--- config.mk ---
export PLATFORM = sky130hd
export DESIGN_NAME = iomem_pwm_led
export DESIGN_NICKNAME = d
export VERILOG_FILES = /design/src/rtl/iomem_pwm_led.sv
export SDC_FILE = /design/constraint.sdc
export NUM_CORES = 1
export LEC_CHECK = 0
export CAP_MARGIN = 25
export CORE_MARGIN = 3
export CORE_UTILIZATION = 45
export CTS_CLUSTER_DIAMETER = 150
export CTS_CLUSTER_SIZE = 10
export DETAILED_ROUTE_END_ITERATION = 8
export PLACE_DENSITY = 0.66
export SLEW_MARGIN = 40
export SYNTH_ARGS = -nofsm -noshare
export SYNTH_HDL_FRONTEND = slang
export SYNTH_SLANG_ARGS = --single-unit
--- constraint.sdc ---
create_clock -name clk -period 5.1 [get_ports clk]
set_input_delay 0.51 -clock clk [delete_from_list [all_inputs] [get_ports clk]]
set_output_delay 0.51 -clock clk [all_outputs]
set_load 0.01 [all_outputs]
--- src/rtl/iomem_pwm_led.sv ---
// Memory-mapped PWM LED controller on the picosoc iomem bus; one-cycle ready pulse for any access in the window.
// Duty writes land in shadow registers and move to active at period wrap, on SYNC, or continuously while disabled.
module iomem_pwm_led #(
  parameter int         NUM_CH     = 11,
  parameter int         PWM_BITS   = 8,
  parameter int         PRESCALE   = 4,
  parameter bit         ACTIVE_LOW = 1'b1,
  parameter logic [7:0] BASE_ADDR  = 8'h03
) (
  input  logic              clk,
  input  logic              resetn,
  input  logic              iomem_valid,
  output logic              iomem_ready,
  input  logic [3:0]        iomem_wstrb,
  input  logic [31:0]       iomem_addr,
  input  logic [31:0]       iomem_wdata,
  output logic [31:0]       iomem_rdata,
  output logic [NUM_CH-1:0] pwm_out
);

  localparam int unsigned          CNT_MAX_I  = (32'd1 << PWM_BITS) - 32'd2;
  localparam logic [PWM_BITS-1:0]  CNT_MAX    = CNT_MAX_I[PWM_BITS-1:0];
  localparam int                   PSC_W      = (PRESCALE > 1) ? $clog2(PRESCALE) : 1;
  localparam int unsigned          PSC_LAST_I = PRESCALE - 1;
  localparam logic [PSC_W-1:0]     PSC_LAST   = PSC_LAST_I[PSC_W-1:0];

  logic                             ready_q, ready_d;
  logic [31:0]                      rdata_q, rdata_d;
  logic                             en_q, en_d;
  logic [PSC_W-1:0]                 psc_q, psc_d;
  logic [PWM_BITS-1:0]              cnt_q, cnt_d;
  logic [NUM_CH-1:0][PWM_BITS-1:0]  shadow_q, shadow_d;
  logic [NUM_CH-1:0][PWM_BITS-1:0]  active_q, active_d;
  logic [NUM_CH-1:0]                level_q, level_d;

  logic        sel, wr, is_duty, ctrl_wr, sync, tick, wrap;
  logic [5:0]  idx;
  logic [31:0] rd_val;
  logic        unused_ok;

  assign unused_ok = ^{iomem_addr[23:8], iomem_addr[1:0], iomem_wdata, iomem_wstrb};

  always_comb begin
    sel     = iomem_valid && !ready_q && (iomem_addr[31:24] == BASE_ADDR);
    wr      = sel && (iomem_wstrb != 4'b0000);
    idx     = iomem_addr[7:2];
    is_duty = (idx[5:4] == 2'b01) && (int'(idx[3:0]) < NUM_CH);
    ctrl_wr = wr && (idx == 6'd0) && iomem_wstrb[0];
    sync    = ctrl_wr && iomem_wdata[1];
    en_d    = ctrl_wr ? iomem_wdata[0] : en_q;

    // Read value is taken from current state, so a write returns the old contents.
    rd_val = '0;
    case (idx)
      6'd0:    rd_val[0] = en_q;
      6'd1:    rd_val[NUM_CH-1:0] = level_q;
      6'd2:    rd_val[PWM_BITS-1:0] = CNT_MAX;
      default: begin
        for (int i = 0; i < NUM_CH; i++) begin
          if (is_duty && (idx[3:0] == i[3:0])) rd_val[PWM_BITS-1:0] = shadow_q[i];
        end
      end
    endcase

    ready_d = sel;
    rdata_d = sel ? rd_val : 32'd0;

    shadow_d = shadow_q;
    for (int i = 0; i < NUM_CH; i++) begin
      if (wr && is_duty && (idx[3:0] == i[3:0])) begin
        for (int b = 0; b < PWM_BITS; b++) begin
          if (iomem_wstrb[b/8]) shadow_d[i][b] = iomem_wdata[b];
        end
      end
    end
  end

  always_comb begin
    tick = en_q && (psc_q == PSC_LAST);
    wrap = tick && (cnt_q == CNT_MAX);
    psc_d = '0;
    cnt_d = '0;
    if (en_q) begin
      psc_d = tick ? '0 : psc_q + 1'b1;
      if (tick) cnt_d = wrap ? '0 : cnt_q + 1'b1;
      else      cnt_d = cnt_q;
    end

    // Shadow is read before any same-cycle DUTY write, so a colliding write waits a period.
    if (!en_q || sync || wrap) active_d = shadow_q;
    else                       active_d = active_q;

    level_d = '0;
    for (int i = 0; i < NUM_CH; i++) begin
      level_d[i] = en_q && (cnt_q < active_q[i]);
    end
  end

  always_ff @(posedge clk or negedge resetn) begin
    if (!resetn) begin
      ready_q  <= 1'b0;
      rdata_q  <= '0;
      en_q     <= 1'b0;
      psc_q    <= '0;
      cnt_q    <= '0;
      shadow_q <= '0;
      active_q <= '0;
      level_q  <= '0;
    end else begin
      ready_q  <= ready_d;
      rdata_q  <= rdata_d;
      en_q     <= en_d;
      psc_q    <= psc_d;
      cnt_q    <= cnt_d;
      shadow_q <= shadow_d;
      active_q <= active_d;
      level_q  <= level_d;
    end
  end

  assign iomem_ready = ready_q;
  assign iomem_rdata = rdata_q;
  assign pwm_out     = ACTIVE_LOW ? ~level_q : level_q;

endmodule

==> flow_metrics.env, run 1 <==
export IMPL_static_leakage_power_uw=0.00567
export IMPL_path_cells="inv_1, ha_1, nand4_1, o31ai_1, o21bai_4, buf_4, mux2_2"
export IMPL_grt_pass1_wl_um=44500
export IMPL_power_density_nw_per_um2=266
export IMPL_final_max_slew_viol_count=0
export IMPL_dieWidth_um=162
export IMPL_dp_hpwl_um=19100
export IMPL_cap_viol_max_count=0
export IMPL_crit_slowest_cell="o31ai_1"
export IMPL_ff2ff_setup_slack_ps=1770
export IMPL_path_max_fanout=41
export IMPL_grt_pass1_vias=7830
export IMPL_grt_antenna_before_repair=1
export IMPL_place_gp_congestion=0.845
export IMPL_r2r_start="cnt_q[0]"
export IMPL_ir_worst_vdd_mv=0.267
export IMPL_hold_class="primary input to asynchronous set/reset pin"
export IMPL_cts_sink_count=210
export IMPL_tightest_slew_ps=779
export IMPL_totalWireLength_um=28300
export IMPL_routed_via_density=5.55
export IMPL_avgSynthCellArea_um2=10.6
export IMPL_die_h_um=162
export IMPL_synth_seq_cells=210
export IMPL_cts_root_buf="clkbuf_16"
export IMPL_end_kind="flip-flop"
export IMPL_synth_edf_count=0
export IMPL_layout_cells_most_common="dfrtp_1"
export IMPL_synth_cell_type_count=63
export IMPL_crit_arrival_ps=3730
export IMPL_yosysWarnings=0
export IMPL_run_status="finished clean"
export IMPL_synthToLayoutAreaGrowth_pct=12.6
export IMPL_synth_seq_area_share=0.481
export IMPL_wl_per_cell_um=20.3
export IMPL_cp_startpoint="cnt_q[0]"
export IMPL_rows=56
export IMPL_tns_ps=0
export IMPL_fin_nets=1229
export IMPL_skew_ps=13.9
export IMPL_cts_buffers=24
export IMPL_min_period_ps=3330
export IMPL_post_route_period_util=0.654
export IMPL_design_area_um2=12300
export IMPL_fmax_ghz=0.300
export IMPL_clock_path_buffers=3
export IMPL_grt_max_degree=114
export IMPL_critPathBufInv=2
export IMPL_placedCellCount=1371
export IMPL_cts_clk_slew_worst_paths_ps=50
export IMPL_grt_usage=0.219
export IMPL_synthArstFlopShare=1.00
export IMPL_rr_endpoint="active_q[32]"
export IMPL_synthCells=1034
export IMPL_route_detailed_drc=0
export IMPL_layout_setup_ws_ps=1770
export IMPL_crit_type="flip-flop to flip-flop"
export IMPL_start_util=0.461
export IMPL_drt_pass1_iterations=6
export IMPL_path_depth=7
export IMPL_h_tree_depth=1
export IMPL_antenna_cells=0
export IMPL_grt_ovfl_total=0
export IMPL_vias=7751
export IMPL_hold_viol_final=0
export IMPL_pin_count=115
export IMPL_layout_common_cells="210 x dfrtp_1, 133 x nand2_1, 107 x o21ai_0"
export IMPL_netlist_area_um2=10900
export IMPL_post_cts_buffers=0
export IMPL_coreArea_um2=23700
export IMPL_drt_iter0_drc=658
export IMPL_crit_end="active_q[32]"
export IMPL_slew_headroom=0.479
export IMPL_finalSetupViolCount=0
export IMPL_ys_flop_type="dfrtp_1"
export IMPL_ant_nets=0
export IMPL_clock_latency_ps=510
export IMPL_rsz0062_at_grt="no"
export IMPL_postCtsResizedCells=0
export IMPL_place_ws_ps=1590
export IMPL_critPathLaunchType="flip-flop"
export IMPL_crit_family="compound AO/OA/AOI/OAI gates"
export IMPL_rr_worst_depth=7
export IMPL_die_area_um2=26200
export IMPL_fin_cells=1396
export IMPL_drive_above_1_share=0.156
export IMPL_p_total_uw=3280
export IMPL_worstPathRequired_ps=5490
export IMPL_portBuffers=48
export IMPL_tritoncts="built"
export IMPL_max_stage_delay_ps=560
export IMPL_placed_area_um2=11700
export IMPL_postCtsHoldBufs=0
## worst min path at each step
stage              endpoint  slack [ps]  cells past startpoint
4_1_cts        active_q[75]          70                      1
3_5_place_dp       psc_q[0]         430                      1
6_report       active_q[75]          20                      1
2_1_floorplan   active_q[0]         210                      0
5_1_grt        active_q[73]          90                      1
3_3_place_gp       psc_q[0]         420                      1
## state kept, by name, indices dropped and copies added (netlist names)
register and flops:
active_q 88, iomem_ready 1, cnt_q 8, level_q 11, en_q 1, psc_q 2, shadow_q 88, iomem_rdata 11
## per-stage QoR
step                utilization  hold slack, ps
global placement          0.493             420
floorplan                     -             214
detailed placement        0.493             426
CTS                       0.520            68.2
global route              0.520            89.2
finish                    0.520            23.3
## synthesized netlist by cell type, types with 2 or more instances
library cell | n | area [um^2]
dfrtp_1 | 210 | 5260
nand2_1 | 133 | 499
o21ai_0 | 107 | 536
inv_1 | 94 | 353
mux2_2 | 93 | 1050
ha_1 | 80 | 1000
nor3_1 | 37 | 185
a21oi_1 | 30 | 150
clkbuf_1 | 23 | 86.3
buf_4 | 21 | 158
buf_2 | 18 | 90.1
o22ai_1 | 16 | 100
nor2_1 | 13 | 48.8
a21boi_0 | 12 | 90.1
nand3b_1 | 12 | 90.1
a21o_1 | 11 | 82.6
nor2b_1 | 10 | 62.6
o211ai_1 | 9 | 67.6
mux2_4 | 8 | 120
nand3_1 | 8 | 40.0
mux2i_1 | 6 | 60.1
a211oi_1 | 5 | 37.5
mux4_2 | 5 | 113
nor2_2 | 5 | 31.3
o31ai_1 | 5 | 37.5
a222oi_1 | 4 | 40.0
nor2_8 | 4 | 80.1
o21a_1 | 4 | 30.0
a31oi_1 | 3 | 18.8
and2_1 | 3 | 18.8
buf_1 | 3 | 11.3
nor4_1 | 3 | 18.8
or3_1 | 3 | 18.8
and3_1 | 2 | 12.5
nand2b_1 | 2 | 12.5
nand4_1 | 2 | 12.5
nor4_4 | 2 | 42.5
xnor2_1 | 2 | 17.5
xor2_1 | 2 | 17.5
## routing by layer
layer,vias to the layer above,share of wire,global-route usage
met5,-,0.00042,0
met4,2,0.032,0.0655
met3,63,0.059,0.0418
met2,220,0.45,0.343
met1,3844,0.46,0.313
li1,3622,-,-
## cell families (layout without fill, tap and decap cells)
logic type / after synthesis / after routing / synth area share
simple gates: 252 / 252 / 0.120
compound gates: 214 / 214 / 0.115
flops: 210 / 210 / 0.481
buf+inv: 160 / 183 / 0.0649
mux: 113 / 113 / 0.124
fa+ha+maj: 80 / 80 / 0.0916
xor+xnor: 4 / 4 / 0.00321
other cells: 1 / 21 / 0.000343
## area by class of cell
cell class	count	area (um^2)
well taps	319	399
fillers	2143	11400
multi-input cells	684	5050
repair buffers	64	626
flip-flops and latches	210	5260
inverters	94	353
clock buffers	25	626
## power breakdown
part	total, uW	switching [uW]	leakage, uW	internal, uW
registers	1670	0.614	0.00294	1670
logic	133	98.5	0.00242	34.4
clock network	1480	624	0.000308	853
No activity file was read; power rests on OpenSTA's default activity.
==> inputs of run 2 (changes only) <==
==> constraint.sdc (replaced) <==
create_clock -name clk -period 3.2 [get_ports clk]
set_input_delay 0.32 -clock clk [delete_from_list [all_inputs] [get_ports clk]]
set_output_delay 0.32 -clock clk [all_outputs]
set_load 0.01 [all_outputs]
==> run 2 against run 1 <==
Net effect: highest routed layer unchanged; fmax is 27% higher; sequential power is 59% higher; die area stayed put; global-route usage is 0.31 points lower; cell count is 1.4% higher; clock-buffer cell count stayed put; non-clock buffer count is 19 higher; combinational power is 69% higher; flip-flop and latch count stayed put.
==> flow_metrics.env, run 2 (same netlist as run 1, synthesis figures left out) <==
export IMPL_cts_buffers=24
export IMPL_grt_ovfl_total=0
export IMPL_post_route_util=0.526
export IMPL_postCtsHoldBufs=1
export IMPL_place_gp_congestion=0.858
export IMPL_post_cts_buffers=0
export IMPL_ir_worst_vdd_mv=0.303
export IMPL_path_cells="inv_1, ha_1, nand4_1, o31ai_1, o21bai_4, buf_12, mux2_2"
export IMPL_cts_root_buf="clkbuf_16"
export IMPL_grt_usage=0.216
export IMPL_dp_hpwl_um=19300
export IMPL_fin_nets=1248
export IMPL_fmax_ghz=0.381
export IMPL_layout_common_cells="210 x dfrtp_1, 133 x nand2_1, 107 x o21ai_0"
export IMPL_route_detailed_drc=0
export IMPL_clock_path_buffers=3
export IMPL_critPathBufInv=2
export IMPL_drt_pass1_iterations=5
export IMPL_placed_area_um2=11800
export IMPL_grt_pass1_vias=7624
export IMPL_clockPowerShare=0.449
export IMPL_swShare=0.221
export IMPL_run_status="finished clean"
export IMPL_cts_clk_slew_worst_paths_ps=60
export IMPL_vias=7692
export IMPL_rsz0062_at_grt="no"
export IMPL_grt_antenna_before_repair=2
export IMPL_die_area_um2=26200
export IMPL_postCtsResizedCells=0
export IMPL_drt_iter0_drc=630
export IMPL_drive_above_1_share=0.170
export IMPL_critPathLaunchType="flip-flop"
export IMPL_tightest_slew_ps=787
export IMPL_portBuffers=48
export IMPL_power_density_nw_per_um2=420
export IMPL_post_route_period_util=0.820
export IMPL_netSwitchingPower_uw=1160
export IMPL_static_leakage_power_uw=0.00576
export IMPL_crit_arrival_ps=3010
export IMPL_routed_via_density=5.44
export IMPL_hold_class="primary input to asynchronous set/reset pin"
export IMPL_n_fill_cell=2137
export IMPL_worstPathRequired_ps=3590
export IMPL_design_area_um2=12500
export IMPL_min_period_ps=2620
export IMPL_path_depth=7
export IMPL_slew_headroom=0.475
export IMPL_layout_setup_ws_ps=576
export IMPL_place_ws_ps=416
export IMPL_share_comb_of_total_power=0.043
export IMPL_pin_count=115
export IMPL_grt_max_degree=99
export IMPL_reg_top3="active_q x88, shadow_q x88"
export IMPL_path_max_fanout=84
export IMPL_antenna_cells=0
export IMPL_final_max_slew_viol_count=0
export IMPL_skew_ps=10.0
export IMPL_p_seq_frac=0.508
export IMPL_cts_sink_count=210
export IMPL_dieWidth_um=162
export IMPL_holdWs_ps=397
export IMPL_finalSetupViolCount=0
export IMPL_die_h_um=162
export IMPL_clock_latency_ps=510
export IMPL_end_kind="flip-flop"
export IMPL_cap_viol_max_count=0
export IMPL_rows=56
export IMPL_p_int_uw=4080
export IMPL_coreArea_um2=23700
export IMPL_max_stage_delay_ps=640
export IMPL_crit_slowest_cell="o31ai_1"
export IMPL_start_util=0.461
export IMPL_grt_pass1_wl_um=44000
export IMPL_hold_viol_final=0
export IMPL_h_tree_depth=1
export IMPL_tritoncts="built"
export IMPL_layout_cells_most_common="dfrtp_1"
export IMPL_wl_per_cell_um=19.9
export IMPL_rr_worst_depth=7
export IMPL_synthToLayoutAreaGrowth_pct=14.1
export IMPL_ant_nets=0
export IMPL_crit_type="flip-flop to flip-flop"
export IMPL_tns_ps=0
export IMPL_crit_family="compound AO/OA/AOI/OAI gates"
export IMPL_totalWireLength_um=28200
run 2: area by class of cell:
| type | instances | area (um^2) | share of cell area |
|---|---|---|---|
| Tap cell | 319 | 399 | 0.0320 |
| Sequential cell | 210 | 5260 | 0.422 |
| Inverter | 94 | 353 | 0.0283 |
| Timing Repair Buffer | 83 | 783 | 0.0629 |
| Clock buffer | 25 | 626 | 0.0502 |
| Multi-Input combinational cell | 684 | 5050 | 0.405 |
run 2: through the flow:
| step | total power [uW] | cells |
|---|---|---|
| 2_1_floorplan | 2800 | 1054 |
| 3_3_place_gp | 2930 | 1389 |
| 3_5_place_dp | 2930 | 1389 |
| 4_1_cts | 5290 | 1415 |
| 5_1_grt | 5400 | 1415 |
| 6_report | 5240 | 1415 |
run 2: power groups by stage:
stage,sequential (uW),clock (uW),combinational [uW]
floorplan,2710,0,98.1
global placement,2710,0,225
detailed placement,2710,0,225
CTS,2660,2400,227
global route,2660,2490,245
finish,2660,2350,225
run 2: final timing paths:
check	start	to	slack (ps)
worst max-delay path	cnt_q[0]	active_q[64]	580
worst min-delay path	resetn	active_q[78]	400
worst max register to register	cnt_q[0]	active_q[64]	580
worst min register to register	psc_q[0]	psc_q[0]	440
max in group asynchronous	resetn	active_q[67]	1920
min in group clk	psc_q[0]	psc_q[0]	440
run 2: metal layers:
layer,track usage,wire length (um),up-vias
met2,0.345,12900,182
met5,0,27,-
met1,0.315,13200,3807
met3,0.0314,1470,38
met4,0.0477,522,4
li1,-,-,3661
